## src/rtl/control_unit.sv

```systemverilog
// Multi-cycle sequencer for the 8-bit ALU: fetches from a synchronous ROM, decodes,
// drives the ALU operands and captures the result into the accumulator and carry flag.
module control_unit #(
  parameter int ADDR_W = 8
) (
  input  logic              clk,
  input  logic              rst,
  output logic [ADDR_W-1:0] instr_addr,
  input  logic [15:0]       instr_data,
  output logic [2:0]        alu_op,
  output logic [7:0]        alu_a,
  output logic [7:0]        alu_b,
  input  logic [7:0]        alu_out,
  input  logic              alu_cy,
  output logic [7:0]        acc,
  output logic              cy_flag,
  output logic              halted
);

  typedef enum logic [2:0] {
    FETCH  = 3'd0,
    DECODE = 3'd1,
    EXEC   = 3'd2,
    WB     = 3'd3,
    HALT   = 3'd4
  } state_t;

  localparam logic [3:0] OP_LDI = 4'h1;
  localparam logic [3:0] OP_MOV = 4'h2;
  localparam logic [3:0] OP_JMP = 4'h3;
  localparam logic [3:0] OP_JC  = 4'h4;
  localparam logic [3:0] OP_JZ  = 4'h5;
  localparam logic [3:0] OP_HLT = 4'h6;

  state_t            state_reg;
  logic [ADDR_W-1:0] pc_reg;
  logic [15:0]       ir_reg;
  logic [7:0]        regs_reg [4];

  logic [3:0]        opcode;
  logic              src_is_reg;
  logic [1:0]        reg_idx;
  logic [7:0]        imm;
  logic [ADDR_W-1:0] jump_target;
  logic              unused_ir_bit;

  assign opcode        = ir_reg[15:12];
  assign src_is_reg    = ir_reg[11];
  assign reg_idx       = ir_reg[9:8];
  assign imm           = ir_reg[7:0];
  assign jump_target   = imm[ADDR_W-1:0];
  assign unused_ir_bit = ir_reg[10];

  assign instr_addr = pc_reg;

  always_ff @(posedge clk or posedge rst) begin
    if (rst) begin
      state_reg <= FETCH;
      pc_reg    <= '0;
      ir_reg    <= '0;
      for (int i = 0; i < 4; i++) regs_reg[i] <= '0;
      alu_op    <= '0;
      alu_a     <= '0;
      alu_b     <= '0;
      acc       <= '0;
      cy_flag   <= 1'b0;
      halted    <= 1'b0;
    end else begin
      case (state_reg)
        FETCH: state_reg <= DECODE;

        DECODE: begin
          ir_reg    <= instr_data;
          pc_reg    <= pc_reg + ADDR_W'(1);
          state_reg <= EXEC;
        end

        EXEC: begin
          state_reg <= FETCH;
          if (opcode[3]) begin
            // Operands are registered here so the ALU settles for the whole WB cycle.
            alu_op    <= opcode[2:0];
            alu_a     <= acc;
            alu_b     <= src_is_reg ? regs_reg[reg_idx] : imm;
            state_reg <= WB;
          end else begin
            case (opcode)
              OP_LDI: acc <= imm;
              OP_MOV: regs_reg[reg_idx] <= acc;
              OP_JMP: pc_reg <= jump_target;
              OP_JC:  if (cy_flag) pc_reg <= jump_target;
              OP_JZ:  if (acc == 8'h00) pc_reg <= jump_target;
              OP_HLT: begin
                halted    <= 1'b1;
                state_reg <= HALT;
              end
              default: ;
            endcase
          end
        end

        WB: begin
          acc <= alu_out;
          // SUB and the two top ops keep the previous carry.
          case (alu_op)
            3'b000:                         cy_flag <= alu_cy;
            3'b010, 3'b011, 3'b100, 3'b101: cy_flag <= 1'b0;
            default: ;
          endcase
          state_reg <= FETCH;
        end

        HALT: ;

        default: state_reg <= FETCH;
      endcase
    end
  end

endmodule

```

## config.mk

```make
export PLATFORM = sky130hd
export DESIGN_NAME = control_unit
export DESIGN_NICKNAME = d
export VERILOG_FILES = /design/src/rtl/control_unit.sv
export SDC_FILE = /design/constraint.sdc
export NUM_CORES = 1
export LEC_CHECK = 0
export CAP_MARGIN = 20
export CORE_MARGIN = 2
export CORE_UTILIZATION = 50
export CTS_CLUSTER_DIAMETER = 150
export DETAILED_ROUTE_END_ITERATION = 7
export PLACE_DENSITY = 0.79
export SYNTH_ARGS = -nofsm -noshare
export SYNTH_HDL_FRONTEND = slang
export SYNTH_SLANG_ARGS = --single-unit
```

## constraint.sdc

```tcl
create_clock -name clk -period 6.6 [get_ports clk]
set_input_delay 1.98 -clock clk [delete_from_list [all_inputs] [get_ports clk]]
set_output_delay 1.98 -clock clk [all_outputs]
set_load 0.01 [all_outputs]
```

==> results by group <==
Global route
  – GR peak layer: met2
  – Antenna violations before repair: 0
  – Met1 GRT Util: 28.8%
  – First-pass GRT wire length: 14,400 µm
  – Gr ovfl total: 0
  – Vias in the first global route: 2,792
  – Met3 Usage GRT: 3.99%
  – GRT Util Overall: 22.2%
  – Largest net degree at the start of global routing: 57
  – Met2 Usage GRT: 36.6%

Logic synthesis
  – Synthesis Warnings: 0
  – Sequential-to-total area share from yosys stat: 55.8%
  – FFs w/ async S/R, synth: 100%
  – Synth Flop Type: dfrtp_1
  – Count of different cell masters after synthesis: 48
  – Syn nets: 348
  – Synth Area per Inst: 12.2 µm²
  – EDFF count, synth: 0
  – Yosys reg bits: 87
  – Mapped cell area: 3900 µm²
  – Cells after Synth: 320

Worst hold path
  – Hold crit path type: flip-flop to flip-flop

Finish
  – Share of layout cells above drive strength 1: 22.6%
  – Filler instances: 618
  – Antenna diodes: 0
  – Final core occ: 62.8%
  – Syn-to-layout area delta: 23.1%
  – Most common cell after layout, fill and taps aside: dfrtp_1
  – Fin nets: 408
  – Most frequent cells in the layout: 87 x dfrtp_1, 62 x clkdlybuf4s50_1, 43 x mux2_2, 31 x nand2_1, 24 x a21oi_1
  – Max FFs per register: 32

Clock tree
  – Inserted Clock Buffers: 9
  – Clk sinks: 87
  – Reg clk slew, reported paths: 0.09 ns
  – Hold-fix buffers, CTS: 0
  – H-tree depth: 3
  – CTS resizes: 0
  – Post-CTS Setup Bufs: 0
  – Deepest clock path buffer count: 2
  – Clk_lat worst skew: 0.37 ns
  – Root Buffer: clkbuf_8
  – CTS tree: done

Timing
  – Final Skew: 0.0117 ns
  – Final Hold Violating Endpoints: 0
  – Worst rel slew slack: 35.1%
  – Crit share post-route: 51.7%
  – Tightest Pin Transition: 0.972 ns
  – Fmax: 0.293 GHz
  – RSZ-0062 raised after global routing: false
  – Final setup fails: 0
  – Post-route setup TNS: 0 ns
  – Period minus WS final: 3.41 ns
  – Final Max Slew Viols: 0

Detailed routing
  – Routed Antenna Nets: 0
  – First DRT Iteration DRCs: 142
  – Via density per instance: 5.77
  – Pre-Repair DR Iteration Count: 4
  – DR vias: 2,812
  – Routed WL: 8910 µm
  – DR DRC count: 0
  – Wire per inst: 18.3 µm

Setup path
  – CP top delay family: buffers and inverters
  – CP arrival: 1.43 ns
  – Crit Path Class: flip-flop to output pin
  – Reg2reg setup slack: 4.44 ns
  – Crit-path cells: clkdlybuf4s50_1
  – CP Capture Type: output pin
  – WP buf/inv: 1
  – Worst-path maximum fanout: 6
  – Slowest stage delay, CP: 0.59 ns
  – Critical Path RT: 4.62 ns
  – CP max stage cell: clkdlybuf4s50_1
  – Startpoint type of the worst setup path: flip-flop

Floorplanning
  – I/O pin cnt: 64
  – Starting Density: 51.0%
  – Die area: 8520 µm²
  – Die H: 92.3 µm
  – Core ar.: 7650 µm²
  – Die width: 92.3 µm
  – Rows: 32

Pwr
  – Max VDD drop: 0.282 mV
  – Pwr per Cell Area: 496 nW/µm²
  – Pleak: 0.00208 µW

Placed design
  – Placer congestion estimate: 0.774
  – I/O Buffers: 62
  – DP Wirelength: 6010 µm

Flow run
  – Max Cap Viol: 0

Status
  – Outcome: finished clean
-- worst paths after layout --
kind	startpoint	end	cells after the start
max	acc[1]	acc[1]	1
min	halted	halted	1
max reg2reg	state_reg[2]	acc[4]	4
min reg2reg	halted	halted	1
max in group asynchronous	rst	acc[4]	3
min in group asynchronous	rst	halted	2
-- synthesized netlist by cell type (2+ instances only) --
cell      instances  share of area [%]
mux4_2            8                4.6
nand4_1           3               0.48
mux2i_1           8                2.1
a21oi_2           4               0.90
nor3b_1           2               0.38
buf_1             2               0.19
and2_1            3               0.48
nor3_1            2               0.26
a21oi_1          24                3.1
o21ai_0          21                2.7
inv_1            11                1.1
clkbuf_1          5               0.48
mux2_2           43                 12
nor2_1           12                1.2
and4bb_2          2               0.64
nand3b_1          2               0.38
nand2_1          31                3.0
o22ai_1           9                1.4
buf_2             8                1.0
dfrtp_1          87                 56
nand3_1           5               0.64
nand2b_1          2               0.32
-- per-layer routing --
layer / wire (µm) / vias to the layer above
li1: - / 1276
met2: 4400 / 101
met5: 0 / -
met3: 495 / 20
met4: 222 / 0
met1: 3800 / 1415
-- cell type report --
type	count	area [µm²]	share of cell area, %
Timing Repair Buffer	65	643	13.4
Clock inverter	5	63.8	1.33
Multi-Input combinational cell	206	1590	33.2
Inverter	11	42.5	0.886
Clock buffer	11	151	3.15
Tap cell	102	128	2.66
Sequential cell	87	2180	45.4
-- cells by family after synthesis --
logic type               after synthesis  synth area share, %
flip-flops                            87                 55.8
AND/OR/NAND/NOR                       77                 10.7
AO/OA/AOI/OAI                         68                 10.6
multiplexers                          59                 19.1
buffers and inverters                 27                 3.27
XOR/XNOR                               1                0.225
adder cells (fa/ha/maj)                1                0.321
-- per-stage QoR --
stage               cell area, µm²  cells  power [µW]  hold slack (ns)  worst slack (ns)
global placement              4580    471        1950            0.459              3.10
finish                        4800    487        2380            0.489              3.19
detailed placement            4580    471        1990            0.455              3.06
CTS                           4800    487        2390            0.490              3.19
floorplan                     3900    320        1590            0.445              2.37
global route                  4800    487        2520            0.503              3.16
-- where the power goes --
| part | switching (µW) | total, µW | internal (µW) |
|---|---|---|---|
| Clock | 199 | 398 | 199 |
| Sequential | 278 | 1040 | 757 |
| Combinational | 408 | 947 | 539 |
(Power assumes the default switching activity.)
